$ cat config.mk
export PLATFORM = sky130hd
export DESIGN_NAME = sysid_reader
export DESIGN_NICKNAME = d
export VERILOG_FILES = /design/src/rtl/sysid_reader.sv
export SDC_FILE = /design/constraint.sdc
export NUM_CORES = 1
export LEC_CHECK = 0
export ABC_AREA = 1
export CAP_MARGIN = 10
export CORE_ASPECT_RATIO = 1.25
export CORE_MARGIN = 1
export CORE_UTILIZATION = 48
export CTS_CLUSTER_SIZE = 14
export DETAILED_ROUTE_END_ITERATION = 16
export PLACE_DENSITY = 0.8
export SYNTH_ARGS = -nofsm -noshare
export SYNTH_HDL_FRONTEND = slang
export SYNTH_SLANG_ARGS = --single-unit
$ cat constraint.sdc
create_clock -name clock -period 3.5 [get_ports clock]
set_clock_uncertainty 0.2 [all_clocks]
set_input_delay 1.05 -clock clock [delete_from_list [all_inputs] [get_ports clock]]
set_output_delay 1.05 -clock clock [all_outputs]
set_load 0.05 [all_outputs]
$ cat src/rtl/sysid_reader.sv
// sysid_reader: Avalon-MM master that reads the sysid peripheral (word 0 = system
// ID, word 1 = build timestamp), compares both words against expected values and
// reports pass / mismatch / timeout to the board status logic.
module sysid_reader #(
  parameter logic [31:0] EXPECTED_ID        = 32'd0,
  parameter logic [31:0] EXPECTED_TIMESTAMP = 32'd1445573127,
  parameter int unsigned TIMEOUT_CYCLES     = 256,
  parameter int unsigned CNT_W              = 9
) (
  input  logic        clock,
  input  logic        reset,
  input  logic        start,
  output logic        avm_address,
  output logic        avm_read,
  input  logic [31:0] avm_readdata,
  input  logic        avm_waitrequest,
  output logic        busy,
  output logic        done,
  output logic        pass,
  output logic        id_mismatch,
  output logic        ts_mismatch,
  output logic        timeout,
  output logic [31:0] id_value,
  output logic [31:0] ts_value
);

  typedef enum logic [1:0] {
    IDLE  = 2'd0,
    RD_ID = 2'd1,
    RD_TS = 2'd2,
    DONE  = 2'd3
  } state_t;

  localparam logic [CNT_W-1:0] CNT_LAST = CNT_W'(TIMEOUT_CYCLES - 1);

  state_t           state, state_nx;
  logic [CNT_W-1:0] cnt, cnt_nx;

  logic        id_mismatch_nx, ts_mismatch_nx, timeout_nx;
  logic [31:0] id_value_nx, ts_value_nx;
  logic        avm_read_nx, avm_address_nx, busy_nx, done_nx, pass_nx;

  // State, counter and all outputs are registered; avm_read drops with reset.
  always_ff @(posedge clock or posedge reset) begin
    if (reset) begin
      state       <= IDLE;
      cnt         <= '0;
      avm_read    <= 1'b0;
      avm_address <= 1'b0;
      busy        <= 1'b0;
      done        <= 1'b0;
      pass        <= 1'b0;
      id_mismatch <= 1'b0;
      ts_mismatch <= 1'b0;
      timeout     <= 1'b0;
      id_value    <= '0;
      ts_value    <= '0;
    end else begin
      state       <= state_nx;
      cnt         <= cnt_nx;
      avm_read    <= avm_read_nx;
      avm_address <= avm_address_nx;
      busy        <= busy_nx;
      done        <= done_nx;
      pass        <= pass_nx;
      id_mismatch <= id_mismatch_nx;
      ts_mismatch <= ts_mismatch_nx;
      timeout     <= timeout_nx;
      id_value    <= id_value_nx;
      ts_value    <= ts_value_nx;
    end
  end

  // Next-state, capture and timeout logic; bus/status outputs are decoded from
  // the next state so they register alongside it.
  always_comb begin
    state_nx       = state;
    cnt_nx         = cnt;
    id_mismatch_nx = id_mismatch;
    ts_mismatch_nx = ts_mismatch;
    timeout_nx     = timeout;
    id_value_nx    = id_value;
    ts_value_nx    = ts_value;

    case (state)
      IDLE, DONE: begin
        if (start) begin
          state_nx       = RD_ID;
          cnt_nx         = '0;
          id_mismatch_nx = 1'b0;
          ts_mismatch_nx = 1'b0;
          timeout_nx     = 1'b0;
          id_value_nx    = '0;
          ts_value_nx    = '0;
        end
      end
      RD_ID: begin
        if (!avm_waitrequest) begin
          id_value_nx    = avm_readdata;
          id_mismatch_nx = (avm_readdata != EXPECTED_ID);
          cnt_nx         = '0;
          state_nx       = RD_TS;
        end else if (cnt == CNT_LAST) begin
          timeout_nx = 1'b1;
          state_nx   = DONE;
        end else begin
          cnt_nx = cnt + CNT_W'(1);
        end
      end
      RD_TS: begin
        if (!avm_waitrequest) begin
          ts_value_nx    = avm_readdata;
          ts_mismatch_nx = (avm_readdata != EXPECTED_TIMESTAMP);
          cnt_nx         = '0;
          state_nx       = DONE;
        end else if (cnt == CNT_LAST) begin
          timeout_nx = 1'b1;
          state_nx   = DONE;
        end else begin
          cnt_nx = cnt + CNT_W'(1);
        end
      end
      default: state_nx = IDLE;
    endcase

    avm_read_nx    = (state_nx == RD_ID) || (state_nx == RD_TS);
    avm_address_nx = (state_nx == RD_TS);
    busy_nx        = avm_read_nx;
    done_nx        = (state_nx == DONE);
    pass_nx        = done_nx && !(id_mismatch_nx || ts_mismatch_nx || timeout_nx);
  end

endmodule

# Yosys cells after proc, flatten, opt, wreduce, memory -nomap -nowiden
# Index checks and enable logic that the tools add are counted.
# totals
ff_bits,82
out_inout_bits,72
input_bits,36
# op_classes
reduce_logical,14
n_addsub,1
mux,23
n_eq_ne,12
# ops
cell,n
32-bit one-hot mux with 2 select lines,2
32-bit 2-to-1 mux,2
32-bit by 31-bit != test with 1-bit output (second input constant),1
32-bit nonzero test,1
9-bit 2-to-1 mux,3
9-bit one-hot mux with 2 select lines,1
9-bit by 1-bit adder with 9-bit output (second input constant),1
9-bit by 8-bit equality test with 1-bit output (second input constant),1
2-bit equality test (second input constant),4
2-bit 2-to-1 mux,4
1-bit 2-to-1 mux,7
2-bit != test (second input constant),3
1-bit one-hot mux with 2 select lines,3
2-bit one-hot mux with 3 select lines,1
3-bit AND reduction,2
2-bit by 1-bit equality test with 1-bit output (second input constant),2
2-bit nonzero test,2
2-bit OR reduction,2
1-bit logical OR,3
3-bit != test (second input constant),1
2-bit logical NOT,1
2-bit AND reduction,1
1-bit logical AND,1
1-bit logical NOT,1

# Logic depth before layout (Yosys ltp)
# depth
word_depth,7
ltp_mapped,12
ltp_nobuf,12

# Worst setup path before layout
# No wires, ideal clock.
# synth_timing
kind,input to register
startpoint,input port start
endpoint,register pass
path_slack_ps,1266
arrival_time_ps,1962
path_stages,8
required_time_ps,3228
cell_sequence,nor2_4 > inv_2 > o22ai_1 > ha_1 > inv_1 > nor2_1 > nand3_1 > nor2_1
# synth_via
word_cells_on_any_way,13
# synth_lines
item,line,text
start: declaration,12,"input logic start,"
2-bit 2-to-1 mux,87,if (start) begin
2-bit one-hot mux with 3 select lines,85,case (state)
via state_nx[1],36,"state_t state, state_nx;"
2-bit equality test,129,done_nx = (state_nx == DONE);
via done_nx,41,"logic avm_read_nx, avm_address_nx, busy_nx, done_nx, pass_nx;"
1-bit logical AND,130,pass_nx = done_nx && !(id_mismatch_nx || ts_mismatch_nx || timeout_nx);
via pass_nx,41,
end signal: assignment,65,pass <= pass_nx;
end: declaration,19,"output logic pass,"
# The timed path passes the listed nets, and every way through them passes these cells.
# A chain may end at the register's enable or synchronous reset.

# Worst setup path in the final report
# layout_timing
startpoint,input port avm_waitrequest
endpoint,register id_value[8]
# layout_via
elab_chain_len,2
# layout_lines
item,line,text
start: declaration,16,"input logic avm_waitrequest,"
2-bit != test (no line),--,
3-bit AND reduction (no line),--,
end signal: assignment,69,id_value <= id_value_nx;
end: declaration,23,"output logic [31:0] id_value,"
# Every way passes these cells.

==> results.py <==
metrics = {
    "worst_setup_path": {
        "path_max_fanout": 32,
        "ff2ff_path_depth": 6,
        "start_kind": "input pin",
        "critPathArrivalTime_ns": 3.00,
        "path_class": "input pin to flip-flop",
        "cp.required_ns": 3.59,
        "endpoint_kind": "flip-flop",
    },
    "clock_network": {
        "post_cts_buffers": 0,
        "clock_path_buffers": 2,
        "numCtsBuffers": 9,
        "holdBufCountCts": 0,
        "clock-root-buffer": "clkbuf_8",
        "cts_resized": 0,
        "clock_latency_ns": 0.36,
        "cts_tree": "built",
        "h-tree-depth": 3,
        "clock_sinks": 82,
        "clkTransAtPathRegs_ns": 0.08,
    },
    "drt": {
        "vias_per_cell": 5.335,
        "drt_pass1_iterations": 4,
        "wl_per_cell_um": 15.29,
        "postRouteAntennaNets": 0,
        "wl_mm": 9.633,
        "drc": 0,
        "via_count": 3361,
        "drt_iter0_drc": 164,
    },
    "yosys": {
        "yosys_warnings": 0,
        "yosysSeqAreaShare": 0.5416,
        "synth_cells": 432,
        "avgSynthCellArea_um2": 8.770,
        "synth_seq_cells": 82,
        "syn_area_mm2": 0.003789,
        "synth_cell_type_count": 28,
        "synth_nets": 474,
    },
    "global_routing": {
        "gr-total-overflow": 0,
        "grt_first_pass_wirelength_mm": 16.03,
        "grt_max_degree": 83,
        "antenna_found_initial": 0,
        "grt_pass1_vias": 3347,
        "grtUsageTotal": 0.2570,
    },
    "final_layout": {
        "fillCellCount": 579,
        "num_antenna_cells": 0,
        "multi_input_area_mm2": 0.001404,
        "seq_area_mm2": 0.002052,
        "drive_gt1_frac": 0.09108,
        "finalCoreUtilization": 0.6867,
        "fin_nets": 575,
        "syn_to_final_growth_pct": 35.73,
    },
    "place": {
        "gp_congestion": 0.8010,
        "pre_cts_ws_ns": 0.1905,
        "dpl.hpwl_mm": 6.729,
        "port_buffers": 107,
    },
    "sta": {
        "period_needed_ns": 2.909,
        "post-route-period-util": 0.8311,
        "slew_headroom": 0.2017,
        "hold_viol": 0,
        "slew_violations": 0,
        "max_freq_mhz": 343.8,
        "setup_tns_ns": 0,
        "rsz0062_at_grt": "false",
        "setup_viol": 0,
        "timing.final.ws_setup_ns": 0.5910,
        "tightest_slew_ns": 1.196,
    },
    "power": {
        "switching_power_w": 0.002518,
        "p_sw_frac": 0.5027,
        "pwr_density_cell_mw_per_mm2": 974.3,
        "ir_worst_vdd_mv": 0.5066,
        "combPwrFrac": 0.574,
        "p_int_w": 0.002492,
        "seq_power_share": 0.279,
        "p_leak_nw": 2.335,
        "clkPwrFrac": 0.147,
        "p_total_w": 0.005010,
    },
    "floorplanning": {
        "die_y_um": 101.3,
        "start_util": 0.5059,
        "io_pins": 108,
        "die_w_um": 81.47,
        "die_area_mm2": 0.008255,
        "coreArea_mm2": 0.007488,
        "placementRows": 35,
    },
    "flow_run": {
        "max_cap_viol_count": 0,
    },
    "outcome": {
        "status": "completed",
    },
    "min_path": {
        "min_delay_path_depth": 1,
        "hp-class": "flip-flop to flip-flop",
    },
}
path summary, 6_finish.rpt:
| kind | start | to | slack [ns] |
|---|---|---|---|
| worst min register to register | cnt[3] | cnt[3] | 0.31 |
| worst max register to register | state[1] | id_value[8] | 0.78 |
| max in group asynchronous | reset | ts_value[19] | 1.85 |
| min in group asynchronous | reset | id_value[22] | 0.89 |
| worst max-delay path | avm_waitrequest | id_value[8] | 0.59 |
| worst min-delay path | cnt[3] | cnt[3] | 0.31 |
cell type report:
cell class / count / share of cell area
Clock buffer: 12 / 0.02628
Clock inverter: 4 / 0.01484
Inverter: 58 / 0.04258
Multi-Input combinational cell: 269 / 0.2730
Sequential cell: 82 / 0.3990
Tap cell: 92 / 0.02238
Timing Repair Buffer: 113 / 0.2219
critical path, cell delays in order:
cell	delay (ns)
clkdlybuf4s50_1	0.48
nand2_1	0.14
o21ai_2	0.08
nor2_2	0.92
nand3_1	0.18
nand2_1	0.13
registers in the layout (all words and copies together) (netlist names):
register and cells:
id_mismatch 1, id_value 32, state 2, cnt 9, busy 1, timeout 1
avm_address 1, pass 1, ts_mismatch 1, ts_value 32, done 1
cells in the final DEF, fill, tap and decap left out:
cell type and n:
clkinvlp_4 1, bufinv_16 2, nor3_2 1, nand4_1 1
buf_12 2, clkdlybuf4s50_1 107, o22ai_1 2, a21oi_4 1
clkbuf_8 9, clkinv_2 1, nand2_1 71, nand2_2 1
nor2_1 33, clkinv_4 1, nand3_2 6, o21ai_2 8
nor2_2 2, dfrtp_1 82, o31ai_1 2, o21ai_0 50
o22ai_2 6, nor3_1 5, a22oi_1 1, ha_1 6
nor2_4 1, nand3_1 58, a21oi_1 3, inv_1 54
clkbuf_1 3, inv_2 3, o21ai_1 11, buf_4 4
cell usage after synthesis (all sizes together):
cell,instances,share of area
ha,6,0.020
clkbuf,9,0.0089
a22oi,1,0.0020
nor2,36,0.038
o31ai,2,0.0040
a21oi,4,0.0083
dfrtp,82,0.54
nand4,1,0.0017
o21ai,69,0.098
buf,14,0.023
inv,58,0.057
nand3,64,0.092
nor3,6,0.0092
nand2,72,0.072
o22ai,8,0.023
per-layer routing:
metal  part of all wire  track usage
met5                  0            0
met4              0.026       0.1154
met3              0.045      0.03694
met2               0.50       0.4301
met1               0.43       0.3270
kinds of logic after synthesis:
kind of cell	after synthesis	share of synthesized area
AND/OR/NAND/NOR	179	0.2137
AO/OA/AOI/OAI	84	0.1354
flip-flops	82	0.5416
buffers and inverters	81	0.08950
adder cells (fa/ha/maj)	6	0.01981
per-stage QoR:
stage,hold slack (ns),cells,area [um2]
floorplan,0.2626,432,3789
global placement,0.2784,614,4931
detailed placement,0.2961,614,4931
CTS,0.3070,630,5142
global route,0.3299,630,5142
finish,0.3054,630,5142
power by group through the flow:
| stage | sequential (W) | combinational [W] | clock [W] |
|---|---|---|---|
| floorplan | 0.00232 | 0.00110 | 0 |
| global placement | 0.00140 | 0.00281 | 0 |
| detailed placement | 0.00141 | 0.00288 | 0 |
| CTS | 0.00140 | 0.00289 | 0.000747 |
| global route | 0.00143 | 0.00308 | 0.000785 |
| finish | 0.00140 | 0.00287 | 0.000738 |
No activity file was read; power rests on OpenSTA's default activity.
